File: src/rtl/uart_cmd.sv
// Byte-stream command decoder: opcode byte (MSB selects short/long), then AN argument
// bytes for long opcodes, emitted as one command word with an inter-byte timeout.
module uart_cmd #(
  parameter int DW = 8,
  parameter int AN = 4,
  parameter int TN = 65536,
  parameter int TL = $clog2(TN)
) (
  input  logic             clk,
  input  logic             rst,
  input  logic             str_tvalid,
  input  logic [DW-1:0]    str_tdata,
  output logic             str_tready,
  output logic             cmd_tvalid,
  input  logic             cmd_tready,
  output logic [DW-1:0]    cmd_code,
  output logic [AN*DW-1:0] cmd_data,
  output logic             cmd_long,
  output logic             err_tmo
);

  localparam int            CW       = (AN > 1) ? $clog2(AN) : 1;
  localparam logic [TL-1:0] TMO_LOAD = TL'(TN - 1);
  localparam logic [CW-1:0] ARG_LAST = CW'(AN - 1);

  typedef enum logic [1:0] {IDLE, ARG, OUT} state_t;

  state_t        state, state_nxt;
  logic [CW-1:0] arg_cnt;
  logic [TL-1:0] tmo_cnt;
  logic          byte_xfer;
  logic          tmo_hit;

  assign byte_xfer = str_tvalid && str_tready;

  always_ff @(posedge clk or negedge rst) begin
    if (!rst) state <= IDLE;
    else      state <= state_nxt;
  end

  // Handshake outputs depend only on state, so no str_tdata -> cmd_* path exists.
  always_comb begin
    state_nxt  = state;
    str_tready = 1'b0;
    cmd_tvalid = 1'b0;
    tmo_hit    = 1'b0;
    case (state)
      IDLE: begin
        str_tready = 1'b1;
        if (str_tvalid) state_nxt = str_tdata[DW-1] ? ARG : OUT;
      end
      ARG: begin
        str_tready = 1'b1;
        if (str_tvalid) begin
          if (arg_cnt == ARG_LAST) state_nxt = OUT;
        end else if (tmo_cnt == '0) begin
          tmo_hit   = 1'b1;
          state_nxt = IDLE;
        end
      end
      OUT: begin
        cmd_tvalid = 1'b1;
        if (cmd_tready) state_nxt = IDLE;
      end
      default: state_nxt = IDLE;
    endcase
  end

  always_ff @(posedge clk or negedge rst) begin
    if (!rst) begin
      cmd_code <= '0;
      cmd_data <= '0;
      cmd_long <= 1'b0;
      arg_cnt  <= '0;
      tmo_cnt  <= TMO_LOAD;
      err_tmo  <= 1'b0;
    end else begin
      err_tmo <= tmo_hit;

      // A byte on the same edge as an expiring count wins: reload beats timeout.
      if (byte_xfer)
        tmo_cnt <= TMO_LOAD;
      else if (state == ARG && tmo_cnt != '0)
        tmo_cnt <= tmo_cnt - TL'(1);

      if (tmo_hit) cmd_data <= '0;

      if (byte_xfer) begin
        case (state)
          IDLE: begin
            cmd_code <= str_tdata;
            cmd_data <= '0;
            cmd_long <= str_tdata[DW-1];
            arg_cnt  <= '0;
          end
          ARG: begin
            cmd_data[arg_cnt*DW +: DW] <= str_tdata;
            arg_cnt                    <= arg_cnt + CW'(1);
          end
          default: ;
        endcase
      end
    end
  end

endmodule

File: config.mk
export PLATFORM = sky130hd
export DESIGN_NAME = uart_cmd
export DESIGN_NICKNAME = d
export VERILOG_FILES = /design/src/rtl/uart_cmd.sv
export SDC_FILE = /design/constraint.sdc
export NUM_CORES = 1
export LEC_CHECK = 0
export ABC_CLOCK_PERIOD_IN_PS = 4100
export BUFFER_PORTS_ARGS = -buffer_cell sky130_fd_sc_hd__buf_4
export CAP_MARGIN = 10
export CORE_ASPECT_RATIO = 1.2
export CORE_MARGIN = 2
export CORE_UTILIZATION = 58
export CTS_CLUSTER_SIZE = 30
export DETAILED_ROUTE_END_ITERATION = 8
export GPL_TIMING_DRIVEN = 0
export PLACE_DENSITY = 0.95
export SLEW_MARGIN = 20
export SYNTH_ARGS = -nofsm -noshare
export SYNTH_HDL_FRONTEND = slang
export SYNTH_SLANG_ARGS = --single-unit
File: constraint.sdc
create_clock -name clk -period 4.1 [get_ports clk]
set_clock_uncertainty 0.2 [all_clocks]
set_input_delay 0 -clock clk [delete_from_list [all_inputs] [get_ports clk]]
set_output_delay 0 -clock clk [all_outputs]
set_load 0.05 [all_outputs]
* Word level (Yosys, flattened, before mapping) *
Index checks and enable logic that the tools add are counted.

cells by class
  shift-type cells = 2
  reduce and logical (&&, ||, !) cells = 11
  $add $sub $neg = 3
  order comparisons = 0
  muxes and demuxes = 19
  divide/modulo/power cells = 0
  equal/unequal tests = 7
  multiply operators = 0
  bitwise logic cells = 0

operators with widths
  operator                                               number
  2-to-1 mux 32 bit                                      2
  one-hot mux 32 bit (2 select lines)                    1
  negator 5 -> 34 bit                                    1
  variable shift 8 x 34 -> 32 bit, first input constant  1
  indexed part select 8 x 34 -> 32 bit                   1
  bitwise mux 32 bit                                     1
  2-to-1 mux 16 bit                                      2
  zero test 16 bit                                       1
  nonzero test 16 bit                                    1
  subtractor 16 x 1 -> 16 bit, second input constant     1
  2-to-1 mux 2 bit                                       6
  != test 3 bit, second input constant                   2
  one-hot mux 2 bit (3 select lines)                     1
  2-to-1 mux 1 bit                                       5
  == test 2 bit, second input constant                   2
  != test 2 bit, second input constant                   2
  one-hot mux 2 bit (2 select lines)                     1
  AND reduction 2 bit                                    2
  AND reduction 4 bit                                    1
  nonzero test 2 bit                                     2
  adder 2 x 1 -> 2 bit, second input constant            1
  == test 2 x 1 -> 1 bit, second input constant          1
  logical AND 1 bit                                      2
  zero test 2 bit                                        1
  OR reduction 2 bit                                     1

storage, ports and cells
  input port bits = 12
  bits in read-only memories = 0
  memories kept = 0
  latch bits = 0
  output and inout bits = 44
  register bits = 62
  logic and storage cells = 49
  RAM bits = 0

* Logic depth before layout (Yosys ltp) *
  depth after elaboration = 8
  depth in mapped cells = 6
  mapped depth without buffers = 6

* Worst setup path before layout *
Ideal clock, no wire load.

  kind = register to register
  from = register tmo_cnt[0]
  to = register tmo_cnt[14]
  setup slack = 1.756 ns
  arrival time = 2.080 ns
  data required time = 3.836 ns
  path buffers = 0
  stages on the path, launching flop included = 7
  clock period less this slack = 2.344 ns
  library setup time = 0.064 ns
  cell sequence = dfstp_2 -> inv_1 -> ha_1 -> or3b_2 -> or4_4 -> or4_1 -> nand3_1

on the way
  word-level cells in the longest chain between the ends = 3
  elaborated cells on any way between the ends = 6
  classes of those cells = 1 x add/sub; 2 x mux; 3 x reduce/logical

ends and longest elaborated chain
  item                                                                       RTL line  text
  start, declared                                                            30        logic [TL-1:0] tmo_cnt;
  start signal, assigned                                                     84        tmo_cnt <= tmo_cnt - TL'(1);
  subtractor 16 x 1 -> 16 bit / nonzero test 16 bit (equally long branches)  84, 83
  2-to-1 mux 16 bit / logical AND 1 bit (equally long branches)              83        else if (state == ARG && tmo_cnt != '0)
  2-to-1 mux 16 bit / nonzero test 2 bit (equally long branches)             --

Several ways; a longest one is shown, not always the timed one. The select of a mux whose other input is x is not followed.
A chain may end at the register's enable or synchronous reset.

* Final worst setup path *
  from = register tmo_cnt[1]
  to = register cmd_data[7]

on the way
  word-level cells in the longest chain between the ends = 8

ends and longest elaborated chain
  item                                 RTL line  text
  zero test 16 bit (*)                 56        end else if (tmo_cnt == '0) begin
  2-to-1 mux 1 bit (*)                 56
  2-to-1 mux 1 bit (*)                 54        if (str_tvalid) begin
  2-to-1 mux 1 bit (*)                 47        case (state)
  2-to-1 mux 32 bit (*)                86        if (tmo_hit) cmd_data <= '0;
  bitwise mux 32 bit                   97        cmd_data[arg_cnt*DW +: DW] <= str_tdata;
  one-hot mux 32 bit (2 select lines)  89        case (state)
  2-to-1 mux 32 bit (*)                88        if (byte_xfer) begin
  end signal, assigned by index        97
  end, declared                        17        output logic [AN*DW-1:0] cmd_data,

Mark *: on every way between the ends. The rest lies on a longest branch, timed or not.

==> metrics.md <==
| Metric | Value |
|---|---|
| Status | `complete, no violations` |
| Ys flop type | `dfrtp_1` |
| Input/output buffers | `55` |
| First-pass GRT wire length | `12.5 mm` |
| Ranking of synthesized cells by area | `dfrtp_1 (41%), dfstp_2 (15%), a22o_1 (10%)` |
| CP arrival | `2760 ps` |
| Row cnt | `27` |
| WP data required | `4110 ps` |
| Net Count, Synth | `256` |
| Top-count cell post-synth | `dfrtp_1` |
| Sequential area share after synthesis | `56.5%` |
| Root buffer cell | `clkbuf_8` |
| Cell variety after synth | `36` |
| RSZ-0062 raised after global routing | `false` |
| Die Width | `66.7 um` |
| Final setup violation count | `0` |
| PostCTS Resize Cnt | `0` |
| Clk_lat worst skew | `340 ps` |
| CTS Sinks | `61` |
| First-pass detailed-route iteration total | `4` |
| Fmax | `0.364 GHz` |
| Yosys reg bits | `61` |
| Bufs on Longest Clock Path | `2` |
| CP Capture Type | `flop` |
| Critical path peak fanout | `8` |
| Via count | `2,416` |
| FFs w/ async S/R, synth | `100%` |
| Tightest Pin Transition | `999 ps` |
| Final min period | `2750 ps` |
| CTS tree | `yes` |
| WS Path Type | `flop to flop` |
| Post-route DRC | `0` |
| GRT overflow | `0` |
| Commonest cells in the netlist | `dfrtp_1 (45), a22o_1 (32), dfstp_2 (16), o21ai_0 (14), a21oi_1 (12)` |
| Worst VDD drop | `0.441 mV` |
| Setup TNS | `0 ps` |
| Num ports | `56` |
| Biggest area consumer among synthesized cells | `dfrtp_1` |
| Wirelength per Cell | `21.1 um` |
| Cell leakage power | `1.58 nW` |
| Post-Syn Area | `2740 sq um` |
| CTS buffer count | `9` |
| Mean post-synth cell area | `11.6 sq um` |
| Final Cycle Share | `67.0%` |
| Vias in the first global route | `2,440` |
| Die height | `79.3 um` |
| Largest net degree at the start of global routing | `62` |
| Area growth, synth to finish | `29.3%` |
| Post-Route WL | `7.99 mm` |
| Startpoint types | `flop` |
| Pins Over Slew Limit | `0` |
| Max-Cap Viols | `0` |
| Synthesized netlist cell count | `237` |
| CTS H-tree lvls | `3` |
| P per Cell Area | `555 nW/um^2` |
| Initial antenna violation count | `0` |
| HPWL Detailed | `4.58 mm` |
| Iteration-0 DRC Markers | `244` |
| Warnings, synthesis | `0` |
| Hold Path Class | `input pin to asynchronous set/reset pin` |
| Core Box Area | `4560 sq um` |
| R2r setup slk | `1350 ps` |
| Final std cells w/o fill | `378` |
| Final Hold Fails | `0` |
| Placed insts | `350` |
| ANT cells | `0` |
| Final #Nets | `334` |
| Starting density of the core | `60.1%` |
| Share of cells above drive strength 1 | `32.5%` |
| Final ANT Viol Nets | `0` |
| Vias per cell | `6.39` |
| GPL Wtd Cong | `0.881` |
| Rel. slew slack | `32.9%` |
| Share of the synthesized area in the top cell type | `41.1%` |
| GRT Total Usage | `32.8%` |
| Post-synth EDFFs | `0` |
| Clk slew on worst S/H paths | `80 ps` |
| Die footprint | `5290 sq um` |
per-layer routing:
layer	up-vias	track usage, %	routed length (um)
li1	1076	-	-
met1	1204	41.7	3190
met5	-	0	0
met4	0	13.7	170
met3	18	6.52	550
met2	118	54.3	4070
worst paths after layout:
kind,end,from,depth (start not counted)
min reg2reg,cmd_data[18]$_DFF_PN0_,cmd_data[18]$_DFF_PN0_,1
max,cmd_data[7]$_DFF_PN0_,tmo_cnt[1]$_DFFE_PN1P_,6
max in group asynchronous,cmd_data[20]$_DFF_PN0_,rst,2
min in group clk,err_tmo$_DFF_PN0_,str_tvalid,3
max reg2reg,cmd_data[7]$_DFF_PN0_,tmo_cnt[1]$_DFFE_PN1P_,6
min,cmd_data[15]$_DFF_PN0_,rst,2
kinds of logic (layout without fill, tap and decap cells):
| logic type | Yosys count | after routing | synth area share, % |
|---|---|---|---|
| compound gates | 69 | 69 | 17.8 |
| mux | 9 | 9 | 3.65 |
| simple gates | 75 | 75 | 16.6 |
| fa+ha+maj | 7 | 7 | 3.20 |
| buf+inv | 16 | 99 | 2.33 |
| flops | 61 | 61 | 56.5 |
area by class of cell:
class	count	area, sq um
Multi-Input combinational cell	160	1150
Tap cell	58	72.6
Fill cell	276	1020
Buffer	7	30.0
Sequential cell	61	1550
Inverter	9	33.8
Clock inverter	1	5.00
Timing Repair Buffer	67	533
Clock buffer	15	166
per-stage QoR:
step           setup slack, ps  power (mW)  util, %  area [sq um]  hold WS (ps)
2_1_floorplan             1760        1.21        -          2740          -496
5_1_grt                   1250        2.03     77.6          3540           147
3_3_place_gp              1390        1.40     70.7          3220         -94.6
3_5_place_dp              1530        1.45     71.2          3250         -87.3
6_report                  1350        1.97     77.6          3540          67.8
4_1_cts                   1510        1.93     77.6          3540          88.9
where the power goes:
part           internal, mW  switching [mW]
clock network         0.253           0.237
logic                 0.219           0.491
registers             0.691          0.0749
total                  1.16           0.803
cells in the final DEF (no fill, tap or decap), types with 2 or more instances in the layout:
cell type / synthesis / routed
nor4_1: 11 / 7
nor3_1: 6 / 6
nand4_1: 2 / 2
nand3_1: 7 / 7
and4_1: 5 / 5
o211ai_1: 2 / 2
a31oi_1: 5 / 5
inv_1: 9 / 9
o21ai_0: 14 / 14
clkbuf_1: 6 / 10
mux2_2: 8 / 8
nor2_1: 9 / 9
buf_4: 1 / 56
a21oi_1: 12 / 12
nand2b_1: 2 / 2
o31ai_1: 2 / 2
or4_1: 6 / 6
ha_1: 7 / 7
or2_2: 2 / 2
dfstp_2: 16 / 16
clkbuf_8: 0 / 11
and3_1: 3 / 3
nand2_1: 10 / 10
or4_4: 2 / 2
nor4_2: 1 / 5
dfrtp_1: 45 / 45
dlygate4sd3_1: 0 / 12
or3b_2: 2 / 2
nor2b_1: 2 / 2
a22o_1: 32 / 32
worst max-delay path, stage by stage (launching register included):
cell	delay, ps
dfstp_2	370
inv_1	90
ha_1	200
or3b_2	500
nor4_2	490
a21oi_1	450
a22o_1	330
registers in the layout, indices dropped and copies added, names as in the netlist:
signal,flops
arg_cnt,2
err_tmo,1
cmd_data,32
tmo_cnt,16
state,2
cmd_code,8
timing repair:
item                                   4_1_cts  5_1_grt
hold buffers                                12        0
endpoints found under the hold margin      104        0
setup buffers                                0        0
(Power assumes the default switching activity.)
